<file path="config.mk">
export PLATFORM = sky130hd
export DESIGN_NAME = debounce_bank
export DESIGN_NICKNAME = d
export VERILOG_FILES = /design/src/rtl/debounce_bank.sv
export SDC_FILE = /design/constraint.sdc
export NUM_CORES = 1
export LEC_CHECK = 0
export ABC_AREA = 1
export ABC_CLOCK_PERIOD_IN_PS = 1950
export CORE_UTILIZATION = 50
export DETAILED_ROUTE_END_ITERATION = 6
export PLACE_DENSITY = 0.67
export REMOVE_ABC_BUFFERS = 1
export SETUP_SLACK_MARGIN = 0.15
export SLEW_MARGIN = 10
export SYNTH_ARGS = -nofsm -noshare
export SYNTH_HDL_FRONTEND = slang
export SYNTH_SLANG_ARGS = --single-unit
</file>
<file path="constraint.sdc">
create_clock -name clk -period 1.95 [get_ports clk]
set_input_delay 0.2925 -clock clk [delete_from_list [all_inputs] [get_ports clk]]
set_output_delay 0.2925 -clock clk [all_outputs]
set_load 0.05 [all_outputs]
</file>
<file path="src/rtl/debounce_bank.sv">
// Multi-channel switch debouncer: 2-flop synchroniser, per-channel debounce FSM, registered level and edge ticks.
// Optional long-press detection is compiled in when DEBOUNCE_BANK_LONG_PRESS_EN is defined.
module debounce_bank #(
  parameter int CHANNELS   = 4,
  parameter int SYS_FREQ   = 50000000,
  parameter int TIME_LAPES = 10,
  parameter int TIME_BASE  = 1000,
  parameter int LONG_LAPES = 1000
) (
  input  logic                clk,
  input  logic                rst,
  input  logic [CHANNELS-1:0] sw,
  output logic [CHANNELS-1:0] deb,
  output logic [CHANNELS-1:0] rise_tick,
  output logic [CHANNELS-1:0] fall_tick,
  output logic [CHANNELS-1:0] long_tick
);

  localparam int DEB_TICKS  = SYS_FREQ / TIME_BASE * TIME_LAPES;
  localparam int LONG_TICKS = SYS_FREQ / TIME_BASE * LONG_LAPES;
  localparam int CW         = (DEB_TICKS > 1) ? $clog2(DEB_TICKS) : 1;
  localparam logic [CW-1:0] DEB_LAST = CW'(DEB_TICKS - 1);

  if (DEB_TICKS < 2 || LONG_TICKS < 1 || CHANNELS < 1 || CHANNELS > 32) begin : g_bad_params
    $error("debounce_bank: DEB_TICKS must be >= 2, LONG_TICKS >= 1, CHANNELS in 1..32");
  end

  typedef enum logic [1:0] {ZERO, WAIT1, ONE, WAIT0} state_t;

  logic [CHANNELS-1:0] s1, s2;

  // NOTE: non-blocking keeps s2 one cycle behind s1; blocking would collapse both stages into one flop.
  always_ff @(posedge clk) begin
    if (rst) begin
      s1 <= '0;
      s2 <= '0;
    end else begin
      s1 <= sw;
      s2 <= s1;
    end
  end

  for (genvar i = 0; i < CHANNELS; i++) begin : g_ch
    state_t        state_q, state_d;
    logic [CW-1:0] cnt_q, cnt_d;
    logic          deb_q, deb_d;
    logic          rise_q, rise_d;
    logic          fall_q, fall_d;

    // NOTE: every output of this block gets a default first, so no path leaves one unassigned (no latch).
    always_comb begin
      state_d = state_q;
      cnt_d   = cnt_q;
      rise_d  = 1'b0;
      fall_d  = 1'b0;
      case (state_q)
        ZERO: begin
          if (s2[i]) begin
            state_d = WAIT1;
            cnt_d   = '0;
          end
        end
        WAIT1: begin
          if (!s2[i]) begin
            state_d = ZERO;
          end else if (cnt_q == DEB_LAST) begin
            state_d = ONE;
            rise_d  = 1'b1;
          end else begin
            cnt_d = cnt_q + 1'b1;
          end
        end
        ONE: begin
          if (!s2[i]) begin
            state_d = WAIT0;
            cnt_d   = '0;
          end
        end
        WAIT0: begin
          if (s2[i]) begin
            state_d = ONE;
          end else if (cnt_q == DEB_LAST) begin
            state_d = ZERO;
            fall_d  = 1'b1;
          end else begin
            cnt_d = cnt_q + 1'b1;
          end
        end
        default: state_d = ZERO;
      endcase
      deb_d = (state_d == ONE) || (state_d == WAIT0);
    end

    always_ff @(posedge clk) begin
      if (rst) begin
        state_q <= ZERO;
        cnt_q   <= '0;
        deb_q   <= 1'b0;
        rise_q  <= 1'b0;
        fall_q  <= 1'b0;
      end else begin
        state_q <= state_d;
        cnt_q   <= cnt_d;
        deb_q   <= deb_d;
        rise_q  <= rise_d;
        fall_q  <= fall_d;
      end
    end

    assign deb[i]       = deb_q;
    assign rise_tick[i] = rise_q;
    assign fall_tick[i] = fall_q;

`ifdef DEBOUNCE_BANK_LONG_PRESS_EN
    localparam int LW = $clog2(LONG_TICKS + 1);
    localparam logic [LW-1:0] LONG_LAST = LW'(LONG_TICKS - 1);
    localparam logic [LW-1:0] LONG_SAT  = LW'(LONG_TICKS);

    logic [LW-1:0] lcnt_q, lcnt_d;
    logic          long_q, long_d;

    // Only a real press (WAIT1->ONE) or a release clears lcnt; a bounce through WAIT0 keeps counting.
    always_comb begin
      lcnt_d = lcnt_q;
      long_d = 1'b0;
      if ((state_q == WAIT1 && state_d == ONE) || state_d == ZERO) begin
        lcnt_d = '0;
      end else if ((state_q == ONE || state_q == WAIT0) && lcnt_q != LONG_SAT) begin
        lcnt_d = lcnt_q + 1'b1;
        long_d = (lcnt_q == LONG_LAST);
      end
    end

    always_ff @(posedge clk) begin
      if (rst) begin
        lcnt_q <= '0;
        long_q <= 1'b0;
      end else begin
        lcnt_q <= lcnt_d;
        long_q <= long_d;
      end
    end

    assign long_tick[i] = long_q;
`else
    assign long_tick[i] = 1'b0;
`endif
  end

endmodule
</file>
# Yosys cells after proc, flatten, opt, wreduce, memory -nomap -nowiden
# Index checks and enable logic that the tools add are counted.
# totals
output_inout_bits,16
input_bits,6
word_cells,154
ff_bits,104
# classes
bitwise,12
reduce_logical,20
n_eq_ne,40
addsub,4
n_mux,56
# op_table
cell,count
$mux 19,20
$pmux 19 s4,4
$add 19x1->19 const B,4
$eq 19x19->1 const B,4
$mux 2,24
$eq 2x2->1 const B,16
$ne 2x2->1 const B,16
$pmux 2 s4,4
$reduce_or 3->1,8
$reduce_and 4->1,4
$not 1->1,12
$eq 2x1->1 const B,4
$logic_not 2->1,4
$logic_or 1x1->1,4
$mux 1,4

# Longest topological paths before layout
# depth
depth_word,6
mapped_depth,11

# Least setup slack after synthesis
# No wires, ideal clock.
# synth_timing
kind,flip-flop to flip-flop
startpoint,register g_ch[1].cnt_q[0]
endpoint,register g_ch[1].cnt_q[6]
path_buffers,2
setup_time_ps,132
t_required_ps,1818
t_arrival_ps,1428
slack_ps,390
stages_incl_launch_ff,9
period_less_slack_ps,1560
cell_sequence,dfxtp_1 > ha_1 > nand3_1 > nor2_1 > nand3_1 > buf_4 > buf_2 > nand4_1 > a21oi_1
# synth_via
elab_chain_len,4
# synth_rtl
item,line_no,source
"start, declared",45,"logic [CW-1:0] cnt_q, cnt_d;"
"start signal, assigned",103,cnt_q <= cnt_d;
$add 19x1->19 or $eq 19x19->1 (tied branches),n/a,
$mux 19 (*),"66, 82",
"$mux 19, on equally long branches","80, 64",
$pmux 19 s4 (*),56,case (state_q)
# Mark *: on every way between the ends. The rest lies on a longest branch, timed or not. The select of a mux whose other input is x is not followed.
# A chain may end at the register's enable or synchronous reset.

# Worst setup path after layout
# layout_timing
startpoint,register g_ch[2].deb_q
endpoint,output deb[2]
# layout_lines
item,line_no,source
"start, declared",46,"logic deb_q, deb_d;"
"start signal, assigned",98,deb_q <= 1'b0;
"start signal, assigned",104,deb_q <= deb_d;
"end, declared",13,"output logic [CHANNELS-1:0] deb,"
# No word-level cell between the ends.

==> results.json <==
{
  "worstRegToRegCells": 9,
  "area_delta_synth_final_pct": 14.0,
  "synth_cell_types": 32,
  "slew_viol_final": 0,
  "reg2reg_to": "g_ch[0].cnt_q[12]$_SDFFE_PP0P_",
  "p_total_mw": 4.31,
  "htreeDepth": 3,
  "hold_ws_ns": 0.401,
  "synth_async_sr_flop_share_pct": 0,
  "rsz0062_at_grt": "yes",
  "globalRouteOverflowTotal": 0,
  "max-clock-path-buffers": 2,
  "fmaxAchievable_mhz": 573,
  "worstMarginPinSlew_ns": 0.588,
  "drt_iter0_drc": 319,
  "hold_viol_final": 0,
  "post_dp_cell_area_um2": 6230,
  "grt_first_pass_wirelength_mm": 22.1,
  "cp_max_fo": 1,
  "yosysSeqAreaShare_pct": 35.4,
  "clock-root-buffer": "clkbuf_16",
  "relSlewSlack_pct": 60.8,
  "finalSetupViolations": 0,
  "final_area_um2": 6700,
  "critical_path_class": "reg2out",
  "r2r_slack_ns": 0.32,
  "crit_buf_inv": 1,
  "num_antenna_cells": 0,
  "vias_per_cell": 4.94,
  "worstHoldStart": "s1[0]$_SDFF_PP0_",
  "yosys_warnings": 0,
  "grt_use_total_pct": 21.7,
  "cts.sinks": 104,
  "io_pins": 22,
  "cpPeakStageDelay_ns": 0.79,
  "status": "finished clean",
  "critPathTopFamily": "buffers and inverters",
  "grt_start_max_net_pins": 55,
  "post-route-drc-count": 0,
  "utilization_pct": 58.7,
  "ant_nets": 0,
  "min_path_cells": 2,
  "dieHeight_um": 110,
  "startpoint_type": "flip-flop",
  "tritoncts": "done",
  "yosysMostFrequentCell": "nand2_1",
  "yosysTopAreaCell": "dfxtp_1",
  "vdd_drop_max_mv": 0.682,
  "cts-buffers-inserted": 9,
  "fill_cells": 1127,
  "fin_cells": 1110,
  "avgSynthCellArea_um2": 6.32,
  "final_nets": 972,
  "start_util_pct": 51.5,
  "clk_pin_slew_worst_paths_ns": 0.07,
  "path_cells": "clkdlybuf4s50_1",
  "dp_hpwl_mm": 8.92,
  "grt_pass1_vias": 4813,
  "ys_ff_latch": 104,
  "io_buffers": 17,
  "synth.area.top_cells": "dfxtp_1, nand2_1, nor2_1, nand3_1, inv_1",
  "leakage_nw": 2.46,
  "p_per_area_nw_per_um2": 643,
  "end_kind": "output port",
  "gp_congestion": 0.880,
  "hp-class": "reg2reg",
  "synth-edff-count": 0,
  "netlist_area_um2": 5880,
  "wl_per_cell_um": 11.5,
  "cap_violations": 0,
  "finalCritPeriodShare_pct": 89.5,
  "coreArea_um2": 11400,
  "worstPathArrival_ns": 1.45,
  "min_to": "s2[0]$_SDFF_PP0_",
  "drive_gt1_share_pct": 9.93,
  "crit_slowest_cell": "clkdlybuf4s50_1",
  "die_w_um": 110,
  "synth_common_cells": "nand2_1, nor2_1, inv_1, dfxtp_1, nand3_1",
  "antenna_found_initial": 0,
  "synth_cells": 931,
  "required_ns": 1.66,
  "fp-row-count": 39,
  "wl_mm": 12.8,
  "die_area_um2": 12200,
  "worstReg2RegStart": "g_ch[0].cnt_q[0]$_SDFFE_PP0P_",
  "clock_latency_ns": 0.35,
  "synthDominantCellAreaShare_pct": 35.4,
  "period_minus_slack_ns": 1.75,
  "via_count": 5479,
  "firstDrtPassIters": 5,
  "skew_ns": 0.00860,
  "ys.flop_type": "dfxtp_1",
  "dp_cells": 1088
}
## sequential cells by signal, summed over array words and instances, names as in the netlist
signal / cells
s2: 4
g_ch.state_q: 8
g_ch.rise_q: 4
g_ch.deb_q: 4
s1: 4
g_ch.cnt_q: 76
g_ch.fall_q: 4
## worst max-delay path by stage
| stage | start | to | slack, ns | depth (start not counted) |
|---|---|---|---|---|
| after detailed placement | g_ch[3].cnt_q[0]$_SDFFE_PP0P_ | g_ch[3].cnt_q[15]$_SDFFE_PP0P_ | -0.006 | 9 |
| final | g_ch[2].deb_q$_SDFF_PP0_ | deb[2] | 0.20 | 1 |
| after global routing | g_ch[0].cnt_q[2]$_SDFFE_PP0P_ | g_ch[0].cnt_q[15]$_SDFFE_PP0P_ | 0.12 | 7 |
| after global placement | g_ch[3].cnt_q[0]$_SDFFE_PP0P_ | g_ch[3].cnt_q[15]$_SDFFE_PP0P_ | 0.007 | 9 |
| after floorplan | g_ch[1].cnt_q[0]$_SDFFE_PP0P_ | g_ch[1].cnt_q[10]$_SDFFE_PP0P_ | -0.03 | 9 |
| after CTS | g_ch[0].cnt_q[0]$_SDFFE_PP0P_ | g_ch[0].cnt_q[18]$_SDFFE_PP0P_ | 0.17 | 9 |
## power by group
part / internal, mW / switching, mW
registers: 2.14 / 0.0117
clock network: 1.16 / 0.812
logic: 0.0518 / 0.136
## metrics by stage
stage          TNS (ns)  setup slack (ns)
3_3_place_gp          0           0.00675
4_1_cts               0             0.166
5_1_grt               0             0.116
6_report              0             0.204
3_5_place_dp    -0.0105          -0.00586
2_1_floorplan   -0.0983           -0.0269
## cells in the final DEF (no fill, tap or decap), drive strengths merged
cell / synthesis / final
clkinvlp: 0 / 2
clkdlybuf4s50: 0 / 16
nor3b: 3 / 3
dfxtp: 104 / 104
nand3b: 3 / 3
or2: 6 / 6
nand2: 230 / 231
nor4: 4 / 4
conb: 1 / 4
xor2: 22 / 22
clkbuf: 6 / 11
clkinv: 1 / 1
o21bai: 3 / 3
nor2: 199 / 199
buf: 33 / 39
nor3: 9 / 9
nand3: 89 / 89
nand4: 39 / 39
inv: 112 / 113
a21oi: 55 / 55
ha: 4 / 4
and2: 1 / 1
bufinv: 0 / 2
o21ai: 7 / 7
## kinds of logic after synthesis
logic type / Yosys count / synth area share [%]
simple gates: 583 / 43.1
xor+xnor: 22 / 3.41
fa+ha+maj: 4 / 0.851
other cells: 1 / 0.0638
compound gates: 65 / 5.66
buf+inv: 152 / 11.6
flops: 104 / 35.4
## per-layer routing
layer | track usage (%) | wire length, um | share of wire, % | up-vias
met3 | 5.05 | 371 | 2.9 | 10
li1 | - | - | - | 2986
met5 | 0 | 0 | 0 | -
met4 | 5.96 | 152 | 1.2 | 0
met2 | 34.7 | 5850 | 46 | 57
met1 | 29.2 | 6430 | 50 | 2426
## final cells by class
cell class	count	area (um2)	share of cell area, %
inverters	113	427	6.36
clock buffers	11	243	3.62
well taps	143	179	2.67
flip-flops and latches	104	2080	31.1
repair buffers	55	467	6.96
multi-input cells	679	3230	48.1
clock inverters	5	80.1	1.19
## timing repair
action	in CTS	in global routing
setup endpoints to repair	19	61
pin swaps	0	2
setup buffers	0	5
hold buffers	0	0
gates resized for setup	3	24
hold endpoints to repair	0	0
cloned	0	1
Note: power is estimated with default switching activity, not from simulation.
